--- src/rtl/alloc_seq.sv ---
// Request sequencer in front of the linked-memory allocator.
// Optional: define ALLOC_SEQ_RANGE_CHECK_EN to reject READ/WRITE/FREE outside the heap window.
module alloc_seq #(
    parameter int DATA_SZ   = 16,
    parameter int TAG_SZ    = 4,
    parameter int RSP_DEPTH = 4
) (
    input  logic               i_clk,
    input  logic               i_rst,
    input  logic               i_req_valid,
    output logic               o_req_ready,
    input  logic [2:0]         i_req_op,
    input  logic [DATA_SZ-1:0] i_req_addr,
    input  logic [DATA_SZ-1:0] i_req_data,
    input  logic [TAG_SZ-1:0]  i_req_tag,
    output logic               o_rsp_valid,
    input  logic               i_rsp_ready,
    output logic [DATA_SZ-1:0] o_rsp_value,
    output logic [TAG_SZ-1:0]  o_rsp_tag,
    output logic               o_alloc,
    output logic               o_free,
    output logic               o_wr,
    output logic               o_rd,
    output logic [DATA_SZ-1:0] o_data,
    output logic [DATA_SZ-1:0] o_addr,
    output logic [DATA_SZ-1:0] o_waddr,
    output logic [DATA_SZ-1:0] o_wdata,
    output logic [DATA_SZ-1:0] o_raddr,
    input  logic [DATA_SZ-1:0] i_aaddr,
    input  logic [DATA_SZ-1:0] i_rdata,
    input  logic               i_aerr,
    output logic               o_err
);

    localparam int AW = $clog2(RSP_DEPTH);
    localparam logic [AW+1:0] DEPTH_V = (AW+2)'(RSP_DEPTH);

    localparam logic [2:0] OP_RD = 3'b001;
    localparam logic [2:0] OP_WR = 3'b010;
    localparam logic [2:0] OP_AL = 3'b100;
    localparam logic [2:0] OP_FR = 3'b101;
    localparam logic [2:0] OP_AF = 3'b110;

    typedef enum logic {RUN, HALT} state_t;
    typedef enum logic [1:0] {CL_ADDR, CL_DATA, CL_UNIT} cls_t;

    state_t state_q, state_d;
    cls_t   cls_d, cls_q;

    logic legal, chk, range_bad;
    logic accept, go, bad;

    logic              inflight_q;
    logic [TAG_SZ-1:0] tag_q;

    logic [TAG_SZ+DATA_SZ-1:0] fifo [RSP_DEPTH];
    logic [AW-1:0]             head_q, tail_q;
    logic [AW:0]               count_q;
    logic [AW+1:0]             occ;
    logic                      push, pop;
    logic [DATA_SZ-1:0]        push_val;

    // Classify the offered op and decide which result source it needs
    always_comb begin
        legal = 1'b0;
        chk   = 1'b0;
        cls_d = CL_UNIT;
        case (i_req_op)
            OP_RD: begin legal = 1'b1; chk = 1'b1; cls_d = CL_DATA; end
            OP_WR: begin legal = 1'b1; chk = 1'b1; cls_d = CL_UNIT; end
            OP_AL: begin legal = 1'b1; cls_d = CL_ADDR; end
            OP_FR: begin legal = 1'b1; chk = 1'b1; cls_d = CL_UNIT; end
            OP_AF: begin legal = 1'b1; cls_d = CL_ADDR; end
            default: ;
        endcase
    end

`ifdef ALLOC_SEQ_RANGE_CHECK_EN
    assign range_bad = chk && (i_req_addr[DATA_SZ-1 -: 4] != 4'b0101);
`else
    // Addresses are forwarded unchecked
    assign range_bad = chk && 1'b0;
`endif

    // One slot is kept back for the op whose result is still in flight
    assign occ         = (AW+2)'(count_q) + (AW+2)'(inflight_q);
    assign o_req_ready = (state_q == RUN) && (occ < DEPTH_V);
    assign o_err       = (state_q == HALT);

    assign accept = i_req_valid && o_req_ready && !i_rst;
    assign go     = accept && legal && !range_bad;
    assign bad    = accept && !go;

    // Drive exactly one legal strobe set for an issued op
    always_comb begin
        o_alloc = 1'b0;
        o_free  = 1'b0;
        o_wr    = 1'b0;
        o_rd    = 1'b0;
        o_data  = '0;
        o_addr  = '0;
        o_waddr = '0;
        o_wdata = '0;
        o_raddr = '0;
        if (go) begin
            case (i_req_op)
                OP_RD: begin o_rd = 1'b1; o_raddr = i_req_addr; end
                OP_WR: begin
                    o_wr    = 1'b1;
                    o_waddr = i_req_addr;
                    o_wdata = i_req_data;
                end
                OP_AL: begin o_alloc = 1'b1; o_data = i_req_data; end
                OP_FR: begin o_free = 1'b1; o_addr = i_req_addr; end
                OP_AF: begin
                    o_alloc = 1'b1;
                    o_free  = 1'b1;
                    o_data  = i_req_data;
                    o_addr  = i_req_addr;
                end
                default: ;
            endcase
        end
    end

    // Remember class and tag of the op the allocator answers next cycle
    always_ff @(posedge i_clk) begin
        if (i_rst) begin
            inflight_q <= 1'b0;
            cls_q      <= CL_UNIT;
            tag_q      <= '0;
        end else begin
            inflight_q <= go;
            if (go) begin
                cls_q <= cls_d;
                tag_q <= i_req_tag;
            end
        end
    end

    // Select the response value for the captured op
    always_comb begin
        push_val = DATA_SZ'(4);
        case (cls_q)
            CL_ADDR: push_val = i_aaddr;
            CL_DATA: push_val = i_rdata;
            default: push_val = DATA_SZ'(4);
        endcase
    end

    assign push = inflight_q && !i_aerr;
    assign pop  = (count_q != '0) && i_rsp_ready;

    // Response FIFO storage
    always_ff @(posedge i_clk) begin
        if (push)
            fifo[tail_q] <= {tag_q, push_val};
    end

    // Response FIFO pointers and occupancy
    always_ff @(posedge i_clk) begin
        if (i_rst) begin
            head_q  <= '0;
            tail_q  <= '0;
            count_q <= '0;
        end else begin
            if (push) tail_q <= tail_q + 1'b1;
            if (pop)  head_q <= head_q + 1'b1;
            count_q <= count_q + (AW+1)'(push) - (AW+1)'(pop);
        end
    end

    assign o_rsp_valid = (count_q != '0);
    assign {o_rsp_tag, o_rsp_value} = fifo[head_q];

    // State register
    always_ff @(posedge i_clk) begin
        if (i_rst) state_q <= RUN;
        else       state_q <= state_d;
    end

    // Any illegal op or allocator error halts until reset
    always_comb begin
        state_d = state_q;
        case (state_q)
            RUN:     if (bad || (inflight_q && i_aerr)) state_d = HALT;
            HALT:    state_d = HALT;
            default: state_d = RUN;
        endcase
    end

endmodule
--- config.mk ---
export PLATFORM = sky130hd
export DESIGN_NAME = alloc_seq
export DESIGN_NICKNAME = d
export VERILOG_FILES = /design/src/rtl/alloc_seq.sv
export SDC_FILE = /design/constraint.sdc
export NUM_CORES = 1
export LEC_CHECK = 0
export ABC_AREA = 1
export BUFFER_PORTS_ARGS = -buffer_cell sky130_fd_sc_hd__buf_2
export CAP_MARGIN = 15
export CORE_MARGIN = 8
export CORE_UTILIZATION = 31
export DETAILED_ROUTE_END_ITERATION = 10
export GPL_ROUTABILITY_DRIVEN = 0
export PLACE_DENSITY = 0.57
export SLEW_MARGIN = 10
export SYNTH_ARGS = -nofsm -noshare
export SYNTH_HDL_FRONTEND = slang
export SYNTH_SLANG_ARGS = --single-unit
--- constraint.sdc ---
create_clock -name i_clk -period 2.25 [get_ports i_clk]
set_clock_uncertainty 0.2 [all_clocks]
set_input_delay 0.3375 -clock i_clk [delete_from_list [all_inputs] [get_ports i_clk]]
set_output_delay 0.3375 -clock i_clk [all_outputs]
set_load 0.02 [all_outputs]
* After elaboration in Yosys (flattened, before gate mapping)
Memories as Yosys holds them, arrays and structs flattened. A register that Yosys moved wholly into a read port is not among the register bits.
Index checks and enable logic that the tools add are counted.
** Storage, ports and cells
- Bits in registers :: 15
- Memory bits (writable) :: 80
- Input port bits :: 76
- Output and inout bits :: 107
- Word-level logic and storage cells :: 65
- Memories kept :: 1
** Memories
- fifo :: depth 4, bits a word 20, read ports 1, clocked after memory_dff 1, write ports 1, line 56 : logic [TAG_SZ+DATA_SZ-1:0] fifo [RSP_DEPTH];
** Cells by class
- Add/sub/neg operators :: 5
- Order comparisons :: 1
- Equal/unequal tests :: 6
- Mux-type cells :: 27
- Bitwise gates (word level) :: 1
- Reductions and logical operators :: 17
** Operators with widths (number)
- $mux W16 :: 10
- $pmux W16 S2 :: 1
- $mux W1 :: 12
- $eq A3 B3 Y1 const B :: 3
- $logic_and A1 B1 Y1 :: 8
- $reduce_or A5 Y1 :: 1
- $add A2 B1 Y2 const B :: 2
- $add A3 B1 Y4 :: 1
- $lt A4 B3 Y1 const B :: 1
- $mux W2 :: 2
- $pmux W2 S2 :: 1
- $reduce_or A2 Y1 :: 2
- $add A3 B1 Y3 :: 1
- $eq A3 B1 Y1 const B :: 1
- $eq A3 B2 Y1 const B :: 1
- $logic_not A1 Y1 :: 3
- $reduce_bool A3 Y1 :: 1
- $sub A3 B1 Y3 :: 1
- $eq A2 B1 Y1 const B :: 1
- $logic_not A2 Y1 :: 1
- $pmux W1 S2 :: 1
- $logic_or A1 B1 Y1 :: 1
- $not A1 Y1 :: 1

* Logic depth before layout (Yosys ltp)
- Depth in word-level cells :: 11
- Depth in mapped cells :: 9
- Mapped depth without buffers :: 9

* Worst setup path after synthesis
Ideal clock, no wire load.
- Path type :: register to register
- Start :: register inflight_q
- End :: memory fifo[0][0] in the netlist's numbering, enable pin
- Setup time :: 0.397 ns
- Arrival time :: 1.577 ns
- Data required time :: 1.653 ns
- Setup slack :: 0.076 ns
- Stages on the path, launching flop included :: 5
- Buffers on the path :: 0
- Clock period less this slack :: 2.174 ns
- Cell sequence :: dfxtp_1 inv_1 nor2_1 clkinv_1 nor2_1
** Between the ends
- Word-level cells in the longest chain between the ends :: 3
** Ends and longest elaborated chain
- from (decl) :: line 53 : logic inflight_q;
- from (signal assigned) :: line 133 : inflight_q <= go;
- $logic_and A1 B1 Y1 :: line 151 : assign push = inflight_q && !i_aerr;
- $mux W1 :: line 156 : if (push)
- $mux W1 (not written as such) :: line 157 : fifo[tail_q] <= {tag_q, push_val};
- to (decl) :: line 56
Every way passes these cells.

* Worst setup path after layout
- Start :: register count_q[2]
- End :: output port o_wdata[1]
** Between the ends
- Word-level cells in the longest chain between the ends :: 7
** Ends and longest elaborated chain
- from (decl) :: line 58 : logic [AW:0] count_q;
- from (signal assigned) :: line 169 : count_q <= count_q + (AW+1)'(push) - (AW+1)'(pop);
- $add A3 B1 Y4 :: line 86 : assign occ = (AW+2)'(count_q) + (AW+2)'(inflight_q);
- $lt A4 B3 Y1 :: line 87 : assign o_req_ready = (state_q == RUN) && (occ < DEPTH_V);
- $logic_and A1 B1 Y1 :: line 87
- $logic_and A1 B1 Y1 (2 in a row) :: line 90 : assign accept = i_req_valid && o_req_ready && !i_rst;
- $logic_and A1 B1 Y1 :: line 91 : assign go = accept && legal && !range_bad;
- $mux W16 :: line 105 : if (go) begin
- to (decl) :: line 27 : output logic [DATA_SZ-1:0] o_wdata,
Every way passes these cells.

==> flow_results.xml <==
<?xml version="1.0" encoding="UTF-8"?>
<metrics>
  <group name="outcome">
    <metric name="outcome" unit="">finished, violations left</metric>
    <metric name="failed_checks" unit="">negative setup slack</metric>
  </group>
  <group name="global_route">
    <metric name="grt_overflow" unit="">0</metric>
    <metric name="maximum_number_of_pins_on_one_net_before_global_route_repair" unit="">34</metric>
    <metric name="first_global_vias" unit="">4059</metric>
    <metric name="grt_antenna_before_repair" unit="">0</metric>
    <metric name="grt_first_pass_wirelength" unit="um">20300</metric>
    <metric name="grt.total_usage" unit="">0.138</metric>
  </group>
  <group name="sta">
    <metric name="unrepaired_setup_endpoints_after_global_routing" unit="">yes</metric>
    <metric name="final_min_period_over_clock_period" unit="">1.08</metric>
    <metric name="tns" unit="ns">-9.72</metric>
    <metric name="timing.final.setup_violations" unit="">82</metric>
    <metric name="timing.final.ws_setup" unit="ns">-0.186</metric>
    <metric name="max-slew-margin-rel" unit="">0.786</metric>
    <metric name="worst_hold_slack" unit="ns">0.0296</metric>
    <metric name="final-hold-violation-count" unit="">0</metric>
    <metric name="worst-slew-pin-transition" unit="ns">0.321</metric>
    <metric name="period_needed" unit="ns">2.44</metric>
    <metric name="number_of_max_slew_violations_in_the_final_report" unit="">0</metric>
    <metric name="timing.fmax" unit="MHz">411</metric>
  </group>
  <group name="power_and_ir_drop">
    <metric name="seq_power_share" unit="">0.396</metric>
    <metric name="pleak" unit="nW">3.16</metric>
    <metric name="clkPwrFrac" unit="">0.300</metric>
    <metric name="swShare" unit="">0.311</metric>
    <metric name="power.ir.vdd_worst" unit="mV">0.407</metric>
    <metric name="p_switching" unit="mW">1.66</metric>
    <metric name="part_of_the_total_power_dissipated_in_combinational_logic" unit="">0.304</metric>
    <metric name="power" unit="mW">5.34</metric>
    <metric name="power.density_cell_area" unit="nW/um^2">730</metric>
    <metric name="internal-power" unit="mW">3.68</metric>
  </group>
  <group name="clock_network">
    <metric name="tritoncts" unit="">yes</metric>
    <metric name="cts_sinks" unit="">97</metric>
    <metric name="max-clock-path-buffers" unit="">2</metric>
    <metric name="cts-htree-levels" unit="">3</metric>
    <metric name="cts.reportedPaths.clkPinSlew" unit="ns">0.06</metric>
    <metric name="numCtsBuffers" unit="">9</metric>
    <metric name="clockRootBuffer" unit="">sky130_fd_sc_hd__clkbuf_16</metric>
    <metric name="worst_skew_pair.late_latency" unit="ns">0.34</metric>
  </group>
  <group name="floorplanning">
    <metric name="num_ports" unit="">183</metric>
    <metric name="placeableCoreArea" unit="um^2">14500</metric>
    <metric name="die_x" unit="um">138</metric>
    <metric name="initial_core_util" unit="">0.316</metric>
    <metric name="die_height" unit="um">138</metric>
    <metric name="row_count" unit="">44</metric>
    <metric name="dieArea" unit="um^2">19000</metric>
  </group>
  <group name="synthesis">
    <metric name="synth_enable_flop_cells" unit="">80</metric>
    <metric name="synth_cells" unit="">461</metric>
    <metric name="post_synth_num_cell_types" unit="">28</metric>
    <metric name="synthesis.yosys.warnings" unit="">0</metric>
    <metric name="synth.mux.area_fraction" unit="">0</metric>
    <metric name="synthMostInstantiatedCell" unit="">sky130_fd_sc_hd__nor2_1</metric>
    <metric name="synthSimpleGateAreaFrac" unit="">0.188</metric>
    <metric name="postSynthNetCount" unit="">545</metric>
    <metric name="synth_top_family_by_area" unit="">simple AND/OR/NAND/NOR gates</metric>
    <metric name="yosys-top-cells-count" unit="">sky130_fd_sc_hd__nor2_1 (132), sky130_fd_sc_hd__edfxtp_1 (80), sky130_fd_sc_hd__inv_1 (62)</metric>
    <metric name="ys_top_cells_by_area" unit="">sky130_fd_sc_hd__edfxtp_1 (52%), sky130_fd_sc_hd__nor2_1 (11%), sky130_fd_sc_hd__dfxtp_1 (7.4%), sky130_fd_sc_hd__inv_1 (5.1%), sky130_fd_sc_hd__o21ai_0 (4.8%)</metric>
    <metric name="ys_async_sr_fraction" unit="">0</metric>
    <metric name="post_synth_xor_area_fraction" unit="">0.00191</metric>
    <metric name="post_synth.cell_area_avg" unit="um^2">9.96</metric>
    <metric name="cell_type_with_the_highest_aggregate_area_in_the_netlist" unit="">sky130_fd_sc_hd__edfxtp_1</metric>
    <metric name="ys_ff_latch" unit="">97</metric>
    <metric name="ys.flop_type" unit="">sky130_fd_sc_hd__edfxtp_1</metric>
    <metric name="synth_fa_ha_area_frac" unit="">0.0234</metric>
    <metric name="synth_largest_type_area_fraction" unit="">0.523</metric>
    <metric name="compound_gate_portion_of_the_synthesized_area" unit="">0.114</metric>
    <metric name="yosysSeqAreaShare" unit="">0.597</metric>
    <metric name="synthesis.area" unit="um^2">4590</metric>
  </group>
  <group name="layout">
    <metric name="flow.area_growth_from_synthesis" unit="%">59.1</metric>
    <metric name="final_core_utilization" unit="">0.503</metric>
    <metric name="design_area" unit="um^2">7310</metric>
    <metric name="finish.cell_count_without_fillers" unit="">864</metric>
    <metric name="drive_above_1_share" unit="">0.484</metric>
    <metric name="antenna-diode-count" unit="">0</metric>
    <metric name="nets_final" unit="">759</metric>
  </group>
  <group name="route">
    <metric name="dr_total_vias" unit="">4035</metric>
    <metric name="drtPass1Iterations" unit="">4</metric>
    <metric name="detail-route-antenna-nets" unit="">0</metric>
    <metric name="detail_route.vias_per_cell" unit="">4.67</metric>
    <metric name="detail_route.wirelength" unit="um">14700</metric>
    <metric name="detailedRoute.firstIterationViolations" unit="">174</metric>
    <metric name="routed_wire_length_per_instance" unit="um">17.0</metric>
    <metric name="route.detailed.drc" unit="">0</metric>
  </group>
  <group name="critical_path">
    <metric name="regToRegEndpoint" unit="">count_q[2]$_SDFF_PP0_</metric>
    <metric name="reg2reg_slack" unit="ns">0.12</metric>
    <metric name="worst-setup-path-type" unit="">reg2out</metric>
    <metric name="timing.reg2reg.worst_path_depth" unit="">9</metric>
    <metric name="source_of_the_worst_register_to_register_timing_path" unit="">count_q[1]$_SDFF_PP0_</metric>
    <metric name="cp-end-kind" unit="">primary output</metric>
    <metric name="startpoint_type" unit="">flop</metric>
    <metric name="crit_fanout" unit="">17</metric>
    <metric name="timing.critical_path.required" unit="ns">1.71</metric>
    <metric name="arrival" unit="ns">1.90</metric>
  </group>
  <group name="place">
    <metric name="detailedPlace.worstSlack" unit="ns">0.0279</metric>
    <metric name="placed_cell_area" unit="um^2">5840</metric>
    <metric name="portBuffers" unit="">182</metric>
    <metric name="dp_cells" unit="">827</metric>
    <metric name="detailed_place_hpwl" unit="um">9310</metric>
  </group>
  <group name="hold_path">
    <metric name="hold_path.class" unit="">in2reg</metric>
    <metric name="min_to" unit="">tag_q[2]$_SDFFE_PP0P_</metric>
    <metric name="hp-start" unit="">i_req_tag[2]</metric>
    <metric name="holdPathStages" unit="">3</metric>
  </group>
  <group name="run">
    <metric name="timing.max_cap.violations" unit="">0</metric>
  </group>
</metrics>
layer usage:
metal / vias to the layer above / routed length, um / track usage
met5: - / 0 / 0
met4: 0 / 149 / 0.0382
met3: 15 / 1260 / 0.0500
met2: 147 / 7500 / 0.240
met1: 1898 / 5750 / 0.157
li1: 1975 / - / -
critical path: stages (launching register included):
cell and delay (ns):
sky130_fd_sc_hd__dfxtp_4 0.37, sky130_fd_sc_hd__ha_4 0.16, sky130_fd_sc_hd__nand3_4 0.08, sky130_fd_sc_hd__nand2_4 0.07, sky130_fd_sc_hd__nor2_2 0.10, sky130_fd_sc_hd__nand4_1 0.14
sky130_fd_sc_hd__inv_2 0.12, sky130_fd_sc_hd__nand2_4 0.08, sky130_fd_sc_hd__buf_12 0.17, sky130_fd_sc_hd__nor2_1 0.11, sky130_fd_sc_hd__buf_4 0.16
registers in the layout, indices dropped and copies added (netlist names), named ones only:
| name | cells |
|---|---|
| tail_q | 2 |
| fifo | 80 |
| tag_q | 4 |
| inflight_q | 1 |
| count_q | 3 |
| o_err | 1 |
| cls_q | 2 |
| head_q | 2 |
timing repair:
action,in CTS,in global routing
cloned,4,4
buffers inserted,9,4
hold buffers,0,0
setup endpoints to repair,83,85
pin swaps,5,4
resized for setup,145,128
cells in the final DEF (no fill, tap or decap), types with 3 or more instances in the layout:
| cell type | count |
|---|---|
| sky130_fd_sc_hd__nor2_4 | 46 |
| sky130_fd_sc_hd__clkbuf_1 | 3 |
| sky130_fd_sc_hd__nand2_4 | 5 |
| sky130_fd_sc_hd__nand3b_1 | 3 |
| sky130_fd_sc_hd__ha_1 | 6 |
| sky130_fd_sc_hd__clkbuf_16 | 12 |
| sky130_fd_sc_hd__nor2_1 | 70 |
| sky130_fd_sc_hd__nand3b_4 | 4 |
| sky130_fd_sc_hd__nand4_1 | 3 |
| sky130_fd_sc_hd__buf_6 | 64 |
| sky130_fd_sc_hd__o21ai_0 | 44 |
| sky130_fd_sc_hd__buf_12 | 7 |
| sky130_fd_sc_hd__a22o_1 | 15 |
| sky130_fd_sc_hd__nor2_2 | 28 |
| sky130_fd_sc_hd__buf_2 | 98 |
| sky130_fd_sc_hd__o22ai_1 | 20 |
| sky130_fd_sc_hd__buf_4 | 48 |
| sky130_fd_sc_hd__edfxtp_1 | 80 |
| sky130_fd_sc_hd__inv_1 | 61 |
| sky130_fd_sc_hd__nand2_1 | 19 |
| sky130_fd_sc_hd__dfxtp_1 | 13 |
| sky130_fd_sc_hd__a21oi_1 | 8 |
worst max path at each step:
| stage | endpoint | cells past startpoint | slack, ns | start |
|---|---|---|---|---|
| global route | o_wdata[1] | 10 | -0.29 | count_q[2]$_SDFF_PP0_ |
| floorplan | fifo[0][0]$_DFFE_PP_ | 4 | 0.08 | inflight_q$_SDFF_PP0_ |
| global placement | o_wdata[6] | 10 | 0.07 | count_q[1]$_SDFF_PP0_ |
| CTS | o_data[11] | 9 | -0.14 | count_q[1]$_SDFF_PP0_ |
| finish | o_wdata[1] | 10 | -0.19 | count_q[2]$_SDFF_PP0_ |
| detailed placement | o_waddr[6] | 10 | 0.03 | count_q[1]$_SDFF_PP0_ |
cells by family after synthesis:
kind of cell,Yosys count
DFF,97
adders and majority gates,8
AOI/OAI and AO/OA,88
xor gates and xnor gates,1
buffers and inverters,86
and+or+nand+nor,181
power groups by stage:
stage	Clock (mW)	Combinational, mW	Sequential (mW)
3_5_place_dp	0	1.37	2.13
6_report	1.60	1.62	2.12
5_1_grt	1.71	1.78	2.13
3_3_place_gp	0	1.35	2.12
4_1_cts	1.63	1.55	2.11
2_1_floorplan	0	0.863	2.11
layout make-up:
type	count	area [um^2]
Clock buffer	13	250
Clock inverter	3	65.1
Fill cell	1301	7230
Inverter	65	256
Multi-Input combinational cell	281	1940
Sequential cell	97	2750
Tap cell	184	230
Timing Repair Buffer	220	1790
Timing Repair inverter	1	20.0
No activity file was read; power rests on OpenSTA's default activity.
